### src/rtl/RS5_pkg.sv
// Shared operation and divider FSM state encodings.
package RS5_pkg;

    typedef enum logic [1:0] {
        DIV,
        DIVU,
        REM,
        REMU
    } iType_e;

    typedef enum logic [1:0] {
        D_IDLE,
        D_INIT,
        D_CALC,
        D_SIGN
    } div_states_e;

endpackage

### src/rtl/divider_unit.sv
// Iterative restoring divider for RISC-V M DIV/DIVU/REM/REMU, one quotient bit per cycle.
// Optional macro DIV_FASTPATH_EN retires divide-by-zero and signed overflow in one cycle.
module divider_unit
    import RS5_pkg::*;
#(
    parameter int unsigned XLEN = 32
) (
    input  logic            clk,
    input  logic            reset,
    input  logic            start_i,
    input  logic            kill_i,
    input  iType_e          operation_i,
    input  logic [XLEN-1:0] rs1_data_i,
    input  logic [XLEN-1:0] rs2_data_i,
    output logic            hold_o,
    output logic            done_o,
    output logic [XLEN-1:0] result_o
);

    localparam int unsigned CNT_W = 6;

    div_states_e     state;
    logic [CNT_W-1:0] count;
    logic [XLEN-1:0] op_a;
    logic [XLEN-1:0] op_b;
    logic [XLEN-1:0] quo;
    logic [XLEN-1:0] rem;
    logic [XLEN-1:0] dvs;
    logic            is_signed;
    logic            is_rem;
    logic            neg_q;
    logic            neg_r;

    logic            start_signed;
    logic            start_rem;
    logic [XLEN:0]   partial;
    logic [XLEN:0]   diff;
    logic [XLEN-1:0] step_rem;
    logic [XLEN-1:0] step_quo;
    logic [XLEN-1:0] final_res;

    assign start_signed = (operation_i == DIV) || (operation_i == REM);
    assign start_rem    = (operation_i == REM) || (operation_i == REMU);

    assign hold_o = ((state == D_IDLE) && start_i && !kill_i)
                  || (state == D_INIT) || (state == D_CALC);

    // One restoring step; the final step also feeds the sign-corrected result.
    always_comb begin
        partial = {rem, quo[XLEN-1]};
        diff    = partial - {1'b0, dvs};
        if (!diff[XLEN]) begin
            step_rem = diff[XLEN-1:0];
            step_quo = {quo[XLEN-2:0], 1'b1};
        end else begin
            step_rem = partial[XLEN-1:0];
            step_quo = {quo[XLEN-2:0], 1'b0};
        end
        if (is_rem) begin
            final_res = neg_r ? (XLEN'(0) - step_rem) : step_rem;
        end else begin
            final_res = neg_q ? (XLEN'(0) - step_quo) : step_quo;
        end
    end

`ifdef DIV_FASTPATH_EN
    logic            fast_zero;
    logic            fast_ovf;
    logic [XLEN-1:0] fast_res;

    // Special cases whose results are fixed by the ISA without iterating.
    always_comb begin
        fast_zero = (rs2_data_i == '0);
        fast_ovf  = start_signed
                  && (rs1_data_i == {1'b1, {(XLEN-1){1'b0}}})
                  && (rs2_data_i == '1);
        if (fast_zero) begin
            fast_res = start_rem ? rs1_data_i : '1;
        end else begin
            fast_res = start_rem ? '0 : {1'b1, {(XLEN-1){1'b0}}};
        end
    end
`endif

    always_ff @(posedge clk) begin
        if (reset) begin
            state     <= D_IDLE;
            count     <= '0;
            op_a      <= '0;
            op_b      <= '0;
            quo       <= '0;
            rem       <= '0;
            dvs       <= '0;
            is_signed <= 1'b0;
            is_rem    <= 1'b0;
            neg_q     <= 1'b0;
            neg_r     <= 1'b0;
            done_o    <= 1'b0;
            result_o  <= '0;
        end else if (kill_i) begin
            state  <= D_IDLE;
            done_o <= 1'b0;
        end else begin
            case (state)
                D_IDLE: begin
                    done_o <= 1'b0;
                    if (start_i) begin
                        op_a      <= rs1_data_i;
                        op_b      <= rs2_data_i;
                        is_signed <= start_signed;
                        is_rem    <= start_rem;
`ifdef DIV_FASTPATH_EN
                        if (fast_zero || fast_ovf) begin
                            state    <= D_SIGN;
                            result_o <= fast_res;
                            done_o   <= 1'b1;
                        end else begin
                            state <= D_INIT;
                        end
`else
                        state <= D_INIT;
`endif
                    end
                end
                D_INIT: begin
                    quo   <= (is_signed && op_a[XLEN-1]) ? (XLEN'(0) - op_a) : op_a;
                    dvs   <= (is_signed && op_b[XLEN-1]) ? (XLEN'(0) - op_b) : op_b;
                    rem   <= '0;
                    count <= '0;
                    neg_q <= is_signed && (op_b != '0) && (op_a[XLEN-1] ^ op_b[XLEN-1]);
                    neg_r <= is_signed && op_a[XLEN-1];
                    state <= D_CALC;
                end
                D_CALC: begin
                    rem   <= step_rem;
                    quo   <= step_quo;
                    count <= count + CNT_W'(1);
                    if (count == CNT_W'(XLEN - 1)) begin
                        state    <= D_SIGN;
                        result_o <= final_res;
                        done_o   <= 1'b1;
                    end
                end
                D_SIGN: begin
                    done_o <= 1'b0;
                    state  <= D_IDLE;
                end
                default: begin
                    done_o <= 1'b0;
                    state  <= D_IDLE;
                end
            endcase
        end
    end

endmodule

### config.mk
export PLATFORM = sky130hd
export DESIGN_NAME = divider_unit
export DESIGN_NICKNAME = d
export VERILOG_FILES = /design/src/rtl/RS5_pkg.sv /design/src/rtl/divider_unit.sv
export SDC_FILE = /design/constraint.sdc
export NUM_CORES = 1
export LEC_CHECK = 0
export BUFFER_PORTS_ARGS = -buffer_cell sky130_fd_sc_hd__buf_2
export CORE_AREA = 10 10 200 249
export CTS_CLUSTER_DIAMETER = 50
export DETAILED_ROUTE_END_ITERATION = 7
export DIE_AREA = 0 0 210 259
export PLACE_DENSITY_LB_ADDON = 0.3
export SLEW_MARGIN = 40
export SYNTH_ARGS = -nofsm -noshare
export SYNTH_HDL_FRONTEND = slang
export SYNTH_SLANG_ARGS = --single-unit
### constraint.sdc
create_clock -name clk -period 5.2 [get_ports clk]
set_clock_uncertainty 0.15 [all_clocks]
set_input_delay 0.52 -clock clk [delete_from_list [all_inputs] [get_ports clk]]
set_output_delay 0.52 -clock clk [all_outputs]
set_load 0.01 [all_outputs]
Yosys cells after proc, flatten, opt, wreduce, memory -nomap -nowiden
Cells that the tools add are included.

Output and inout bits: 34. Register bits after elaboration: 205. Word-level logic and storage cells: 68. Input port bits: 70.

Equal/unequal tests: 8. Bitwise operators: 2. Mux-type cells: 15. $add $sub $neg: 6. Reductions and logical operators: 24.

Operators with widths (count): $mux W32 (6); $pmux W32 S2 (2); $sub A1 B32 Y32 const A (4); $sub A33 B32 Y33 (1); $reduce_bool A32 Y1 (1); $pmux W6 S2 (1); $eq A2 B2 Y1 const B (4); $pmux W2 S4 (1); $reduce_and A2 Y1 (4); $add A6 B1 Y6 const B (1); $eq A6 B5 Y1 const B (1); $logic_and A1 B1 Y1 (6); $reduce_and A3 Y1 (2); $logic_not A2 Y1 (2); $logic_or A1 B1 Y1 (4); $mux W2 (2); $reduce_bool A2 Y1 (2); $reduce_or A2 Y1 (2); $eq A2 B1 Y1 const B (1); $mux W1 (2); $ne A2 B1 Y1 const B (1); $ne A2 B2 Y1 const B (1); $pmux W1 S2 (1); $logic_not A1 Y1 (1); 2 further kinds (2).

Logic depth before layout (Yosys ltp)
Gate-level depths: netlist of the first run.

Word-level depth: 5. Mapped depth: 25. Mapped depth without buffers: 22.

Worst setup path before layout of the first run
OpenSTA, ideal clock, no wires.

Path type: flip-flop to flip-flop. Start: register quo[31]. End: register result_o[30]. Cell stages (with the launch flop): 24. Clock period less this slack: 5.039 ns. Library setup time: 0.134 ns. Arrival: 4.756 ns. Required time: 4.916 ns. Path slack: 0.161 ns. Buffers on the path: 3. Path through: dfxtp_1 -> inv_1 -> ha_1 -> fa_1 -> nand2b_1 -> a21o_2 -> a31o_4 -> a21oi_4 -> o21a_1 -> buf_6 -> nor2_2 -> inv_2 -> buf_2 -> buf_2 -> ha_1 -> nand3_1 -> or2_1 -> or4_1 -> or3_1 -> o31ai_1 -> xor2_1 -> a21oi_1 -> a22oi_1 -> a21oi_1.

Cells in the longest elaborated chain, start to end: 5. Elaborated cells between the ends (all ways): 8. Those cells by class: add/sub: 3; mux: 5.

RTL lines: start, declared (line divider_unit.sv:26) `logic [XLEN-1:0] quo;`; start signal, assigned (line divider_unit.sv:126) `quo <= (is_signed && op_a[XLEN-1]) ? (XLEN'(0) - op_a) : op_a;`; start signal, assigned (line divider_unit.sv:136) `quo <= step_quo;`; $sub A33 B32 Y33 (line divider_unit.sv:51) `diff = partial - {1'b0, dvs};`; $mux W1 / $mux W32 (equally long branches) (line divider_unit.sv:52) `if (!diff[XLEN]) begin`; $sub A1 B32 Y32, on equally long branches (line divider_unit.sv:62, divider_unit.sv:60); $mux W32, on equally long branches (line divider_unit.sv:62, divider_unit.sv:60); $mux W32 * (line divider_unit.sv:59) `if (is_rem) begin`; end signal, assigned (line divider_unit.sv:140) `result_o <= final_res;`; end, declared (line divider_unit.sv:17) `output logic [XLEN-1:0] result_o`.

Every way passes the cells marked *; elsewhere a longest branch is shown, timed or not. A chain may end at the register's enable or synchronous reset.

Worst setup path after layout of the first run
Ends and elaborated chain as after synthesis.

==> results.cfg, run 1 <==
[run_status]
status = finished, final reports clean

[detailed_routing]
wl_per_cell_um = 18.8
routed_via_density = 5.32
drtAntennaViolNets = 0
vias = 13100
drcViolationCount = 0
drt_iter0_drc = 772
dr.pass1.iters = 5
drt_wl_total_mm = 46.2

[finish]
finalInstanceArea_um2 = 15300
finalNetCount = 1976
final_core_util_pct = 34.1
area_delta_synth_final_pct = 14.9
drive_gt1_share_pct = 12.1
layout_commonest_cell = nand2_1
final_cell_mix = 346 x nand2_1, 204 x dfxtp_1, 196 x a21oi_1
antenna_cells = 0

[global_route]
met1_usage_pct = 18.4
antenna_found_initial = 1
grt_pass1_vias = 12800
use_met3_pct = 2.11
grt-ovfl-total = 0
top_usage_layer = met2
grt_first_pass_wirelength_mm = 72.5
grt_max_degree = 89
grt_util_all_layers_pct = 16.4
grtUsageMet2_pct = 29.6

[timing]
fmax_mhz = 207
slew_viol_final = 0
finalSetupViolCount = 0
period_needed_ns = 4.83
hold_viol = 0
tns_ns = 0
holdWs_ns = 0.0362
worstMarginPinSlew_ns = 0.859
grt_setup_unrepaired = no
timing.final.crit_share_pct = 92.8
relSlewSlack_pct = 42.2

[hold_path]
min_path_type = input pin to register

[floorplan]
core_region_area_um2 = 44800
fp.dieW_um = 210
num_rows = 87
pin_count = 104
die_h_um = 259
die_area_um2 = 54400
start_util_pct = 29.7

[logic_synthesis]
syn-num-nets = 1931
syn_inst = 1820
synth-edff-count = 0
seq_area_frac_synth_pct = 30.8
synthFlopType = dfxtp_1
ys_warn_count = 0
syn_avg_cell_area_um2 = 7.32
async_flop_share_pct = 0
synthDistinctLibCells = 90
synth_seq_cells = 205
mappedNetlistArea_um2 = 13300

[power_and_ir_drop]
ir_drop_mv = 0.197
total_power_mw = 4.81
power.density_nw_per_um2 = 314
p_leak_nw = 5.76

[clocking]
ctsHoldBuffers = 1
clock-sinks = 205
path_clk_slew_ns = 0.06
htree_levels = 1
ctsRootBufferMaster = clkbuf_16
cts_buffers = 28
cts_resized = 0
cts_tree = built
cts_buffer_depth = 3
post-cts-setup-buffers = 0
clk_latency_ns = 0.57

[placement]
dp_hpwl_mm = 35.6
io_buffers = 103
postPlaceCellArea_um2 = 14300
place_congestion = 0.901

[critical_path]
regToRegSetupSlack_ns = 0.37
cp_top_family = compound AO/OA/AOI/OAI gates
worstPathMaxFanout = 7
path_buf_inv = 2
required_ns = 5.48
crit_slowest_cell = or4_1
worstSetupEndpointType = register
worstSetupPathType = register to register
arrival_ns = 5.11
critPathMaxStageDelay_ns = 0.44
path_cells = inv_1 -> ha_1 -> fa_1 -> nand2b_1 -> a21o_2 -> a31o_4 -> a21oi_4 -> o21a_1 -> nor2_2 -> inv_2 -> ha_1 -> nand3_1 -> or2_1 -> or4_1 -> or3_1 -> o31ai_1 -> xor2_1 -> a21oi_1 -> a22oi_1 -> a21oi_1
startpoint_type = register

[job]
drv_cap = 0
[metal layers]
| layer | vias up | wire length (um) |
|---|---|---|
| li1 | 6518 | - |
| met1 | 6218 | 19000 |
| met2 | 269 | 23300 |
| met3 | 103 | 1610 |
| met4 | 0 | 2250 |
| met5 | - | 0 |
[state kept, by name, summed over array words and instances, names as in the netlist]
signal,cells
is_signed,1
quo,32
op_b,32
neg_q,1
rem,32
neg_r,1
state,2
done_o,1
count,6
result_o,32
op_a,32
is_rem,1
dvs,32
[worst reg2reg max path: cells and delay by family, from the launching register on]
family	cells	cell delay, ns
compound gates	8	1.51
xor+xnor	1	0.17
fa+ha+maj	3	0.82
buf+inv	2	0.20
flops	1	0.38
simple gates	6	1.48
[path summary, 6_finish.rpt]
path                        from           end  depth (start not counted)
setup / recovery         quo[31]  result_o[30]                         20
hold reg to reg          dvs[21]       dvs[21]                          2
hold / removal    rs1_data_i[24]      op_a[24]                          3
setup reg to reg         quo[31]  result_o[30]                         20
[where the power goes]
part           switching (mW)  total, mW  internal, mW
Combinational           0.774       1.18         0.401
Clock                   0.789       1.98          1.19
Sequential             0.0444       1.66          1.61
Total                    1.61       4.81          3.20
[cell usage after synthesis, types with 5 or more instances]
library cell,number,area [um^2]
mux2i_1,19,190
nand2_1,346,1300
nor2_1,176,661
nor3_1,34,170
nor4_1,10,62.6
buf_6,5,56.3
nand3b_1,7,52.6
xnor2_1,66,578
o41ai_1,15,131
a311oi_1,8,70.1
o211ai_1,8,60.1
o21ai_1,10,50.1
nand4_1,19,119
xor2_1,64,561
or4_1,12,90.1
and3_1,12,75.1
dfxtp_1,205,4100
a211o_1,10,87.6
a211oi_1,42,315
buf_1,10,37.5
buf_2,17,85.1
a31oi_1,12,75.1
mux2_2,5,56.3
and2_1,10,62.6
a21o_1,12,90.1
nand3_1,22,110
o31ai_1,26,195
nor2b_1,11,68.8
o21a_1,12,90.1
nand2b_1,10,62.6
clkbuf_1,87,327
ha_1,40,500
o21ai_0,89,445
a41oi_1,6,52.6
a22oi_1,27,203
inv_1,57,214
a21oi_1,196,981
or3_1,22,138
[area by class of cell]
class | count | area, um^2
flip-flops and latches | 205 | 4110
multi-input cells | 1436 | 8510
well taps | 578 | 723
clock inverters | 14 | 161
repair buffers | 136 | 800
clock buffers | 36 | 792
fillers | 4879 | 29500
inverters | 58 | 218
[cell families (layout without fill, tap and decap cells)]
logic type | after synthesis | after routing | share of synthesized area [%]
xor+xnor | 130 | 130 | 8.54
flops | 205 | 205 | 30.8
buf+inv | 179 | 244 | 5.52
simple gates | 714 | 714 | 23.7
fa+ha+maj | 41 | 41 | 3.91
mux | 25 | 25 | 1.93
compound gates | 526 | 526 | 25.6
[stage by stage]
stage                     cells  setup slack [ns]
after global placement     2409             0.431
after global routing       2463           0.00617
after detailed placement   2412             0.370
final                      2463             0.373
after floorplan            1820             0.161
after CTS                  2463             0.362
(Power assumes the default switching activity.)
==> run 2: changes to the inputs <==
--- a/config.mk
+++ b/config.mk
@@ -10,6 +10,7 @@
 export CTS_CLUSTER_DIAMETER = 50
 export DETAILED_ROUTE_END_ITERATION = 7
 export DIE_AREA = 0 0 210 259
+export GPL_TIMING_DRIVEN = 0
 export PLACE_DENSITY_LB_ADDON = 0.3
 export SLEW_MARGIN = 40
 export SYNTH_ARGS = -nofsm -noshare
==> run 2 against run 1 <==
Cell count increased by 3.5%. Hold slack improved by 0.017 ns. Global-route usage rose by 1.7 points. Critical endpoint is now result_o[16]. Highest routed layer unchanged. Power shrank 0.90%. Count of clock-buffer cells in the layout is 4 lower.
==> results.cfg, run 2 (synthesized netlist as in run 1, its figures left out) <==
[critical_path]
worstSetupPathType = register to register
regToRegSetupSlack_ns = 0.18
worstPathMaxFanout = 10
required_ns = 5.53
startpoint_type = register
worstReg2RegEnd = result_o[16]
arrival_ns = 5.36
rr_startpoint = dvs[23]
ff2ff_path_depth = 23
worstSetupEndpointType = register

[clocking]
cts_tree = built
path_clk_slew_ns = 0.06
clock-sinks = 205
cts_buffer_depth = 3
htree_levels = 1
clk_latency_ns = 0.55
ctsRootBufferMaster = clkbuf_16
cts_buffers = 26

[floorplan]
core_region_area_um2 = 44800
num_rows = 87
die_h_um = 259
fp.dieW_um = 210
pin_count = 104
die_area_um2 = 54400
start_util_pct = 29.7

[power_and_ir_drop]
p_leak_nw = 5.81
total_power_mw = 4.76
power.density_nw_per_um2 = 304
ir_drop_mv = 0.252

[detailed_routing]
vias = 13700
wl_per_cell_um = 19.9
drtAntennaViolNets = 0
routed_via_density = 5.37
dr.pass1.iters = 8
drt_iter0_drc = 1174
drt_wl_total_mm = 50.7
drcViolationCount = 0

[finish]
area_delta_synth_final_pct = 17.6
multi_input_area_um2 = 8640
seq_area_um2 = 4110
antenna_cells = 0
finalNetCount = 2068
drive_gt1_share_pct = 12.0
fill_cells = 4846
final_cells = 2550
finalInstanceArea_um2 = 15700
layout_commonest_cell = nand2_1
final_cell_mix = 346 x nand2_1, 203 x dfxtp_1, 192 x a21oi_1

[timing]
tns_ns = 0
fmax_mhz = 199
setup_slack_ns = 0.176
period_needed_ns = 5.02
slew_viol_final = 0
hold_viol = 0
relSlewSlack_pct = 39.8
timing.final.crit_share_pct = 96.6
grt_setup_unrepaired = no
finalSetupViolCount = 0
worstMarginPinSlew_ns = 0.901

[global_route]
grt_util_all_layers_pct = 18.1
antenna_found_initial = 0
grt-ovfl-total = 0
grt_pass1_vias = 13700
grt_first_pass_wirelength_mm = 78.6
grt_max_degree = 14

[job]
drv_cap = 0

[placement]
io_buffers = 102
dp_hpwl_mm = 40.6
dp.cells = 2500
place_congestion = 0.968
pre_cts_ws_ns = -1.17
postPlaceCellArea_um2 = 14600

[run_status]
status = finished, final reports clean

[hold_path]
whs_endpoint = op_a[15]
min_from = rs1_data_i[15]
whs_path_depth = 3
min_path_type = input pin to register
-- run 2: changes by cell type in the layout (fill, tap and decap cells not counted), moves of 3 or more --
cell / change
buf_6: +5
buf_2: +15
a21oi_2: +4
buf_1: +11
a21oi_1: -4
clkbuf_1: +83
buf_4: -22
o21ai_0: -3
-- run 2: how the worst max path moves through the flow --
| stage | depth (start not counted) | startpoint | to |
|---|---|---|---|
| 3_5_place_dp | 22 | dvs[23] | result_o[30] |
| 6_report | 23 | dvs[23] | result_o[16] |
| 2_1_floorplan | 23 | quo[31] | result_o[30] |
| 4_1_cts | 21 | dvs[23] | result_o[14] |
| 5_1_grt | 22 | rem[11] | result_o[30] |
| 3_3_place_gp | 22 | dvs[23] | result_o[30] |
-- run 2: area by class of cell --
type / instances / area share, %
multi-input combinational: 1436 / 55.1
sequential: 205 / 26.2
clock buffer: 32 / 4.62
tap: 578 / 4.62
timing repair buffer: 110 / 3.68
buffer: 120 / 3.48
inverter: 58 / 1.41
clock inverter: 11 / 0.838
-- run 2: stage by stage --
step / hold slack [ns] / utilization (%)
floorplan: 0.282 / -
global placement: 0.293 / 32.5
detailed placement: 0.301 / 32.5
CTS: 0.0366 / 34.7
global route: 0.0414 / 34.9
finish: 0.0534 / 34.9
-- run 2: timing repair --
action,in CTS,in global routing
hold endpoints to repair,1,0
gates resized for setup,23,20
pin swaps,3,5
hold buffers,1,0
endpoints found under the setup margin,14,12
buffers inserted,5,1
-- run 2: layer usage --
layer,GRT usage [%],vias up,part of all wire [%]
met2,32.5,365,50
met1,20.1,6511,40
met4,11.0,0,6.3
met3,1.91,128,4.2
li1,-,6680,-
met5,0,-,0
-- run 2: critical path, cell delays in order, from the launching register on --
cell	delay (ns)
dfxtp_1	0.41
inv_1	0.14
ha_1	0.31
buf_2	0.19
a21oi_2	0.21
o21ai_2	0.11
a2111oi_4	0.35
o31ai_4	0.15
o21a_1	0.22
buf_6	0.12
nor2_4	0.16
inv_4	0.08
clkbuf_2	0.25
nand2_1	0.12
o21ai_1	0.11
inv_1	0.08
ha_1	0.25
nand3_1	0.14
a21oi_2	0.23
a41oi_4	0.09
o31ai_2	0.30
xor2_1	0.49
a21oi_1	0.15
o21ai_1	0.14
-- run 2: power by group --
group / switching [mW] / total [mW] / internal (mW)
Sequential: 0.0469 / 1.66 / 1.61
Clock: 0.748 / 1.84 / 1.09
Combinational: 0.823 / 1.27 / 0.445
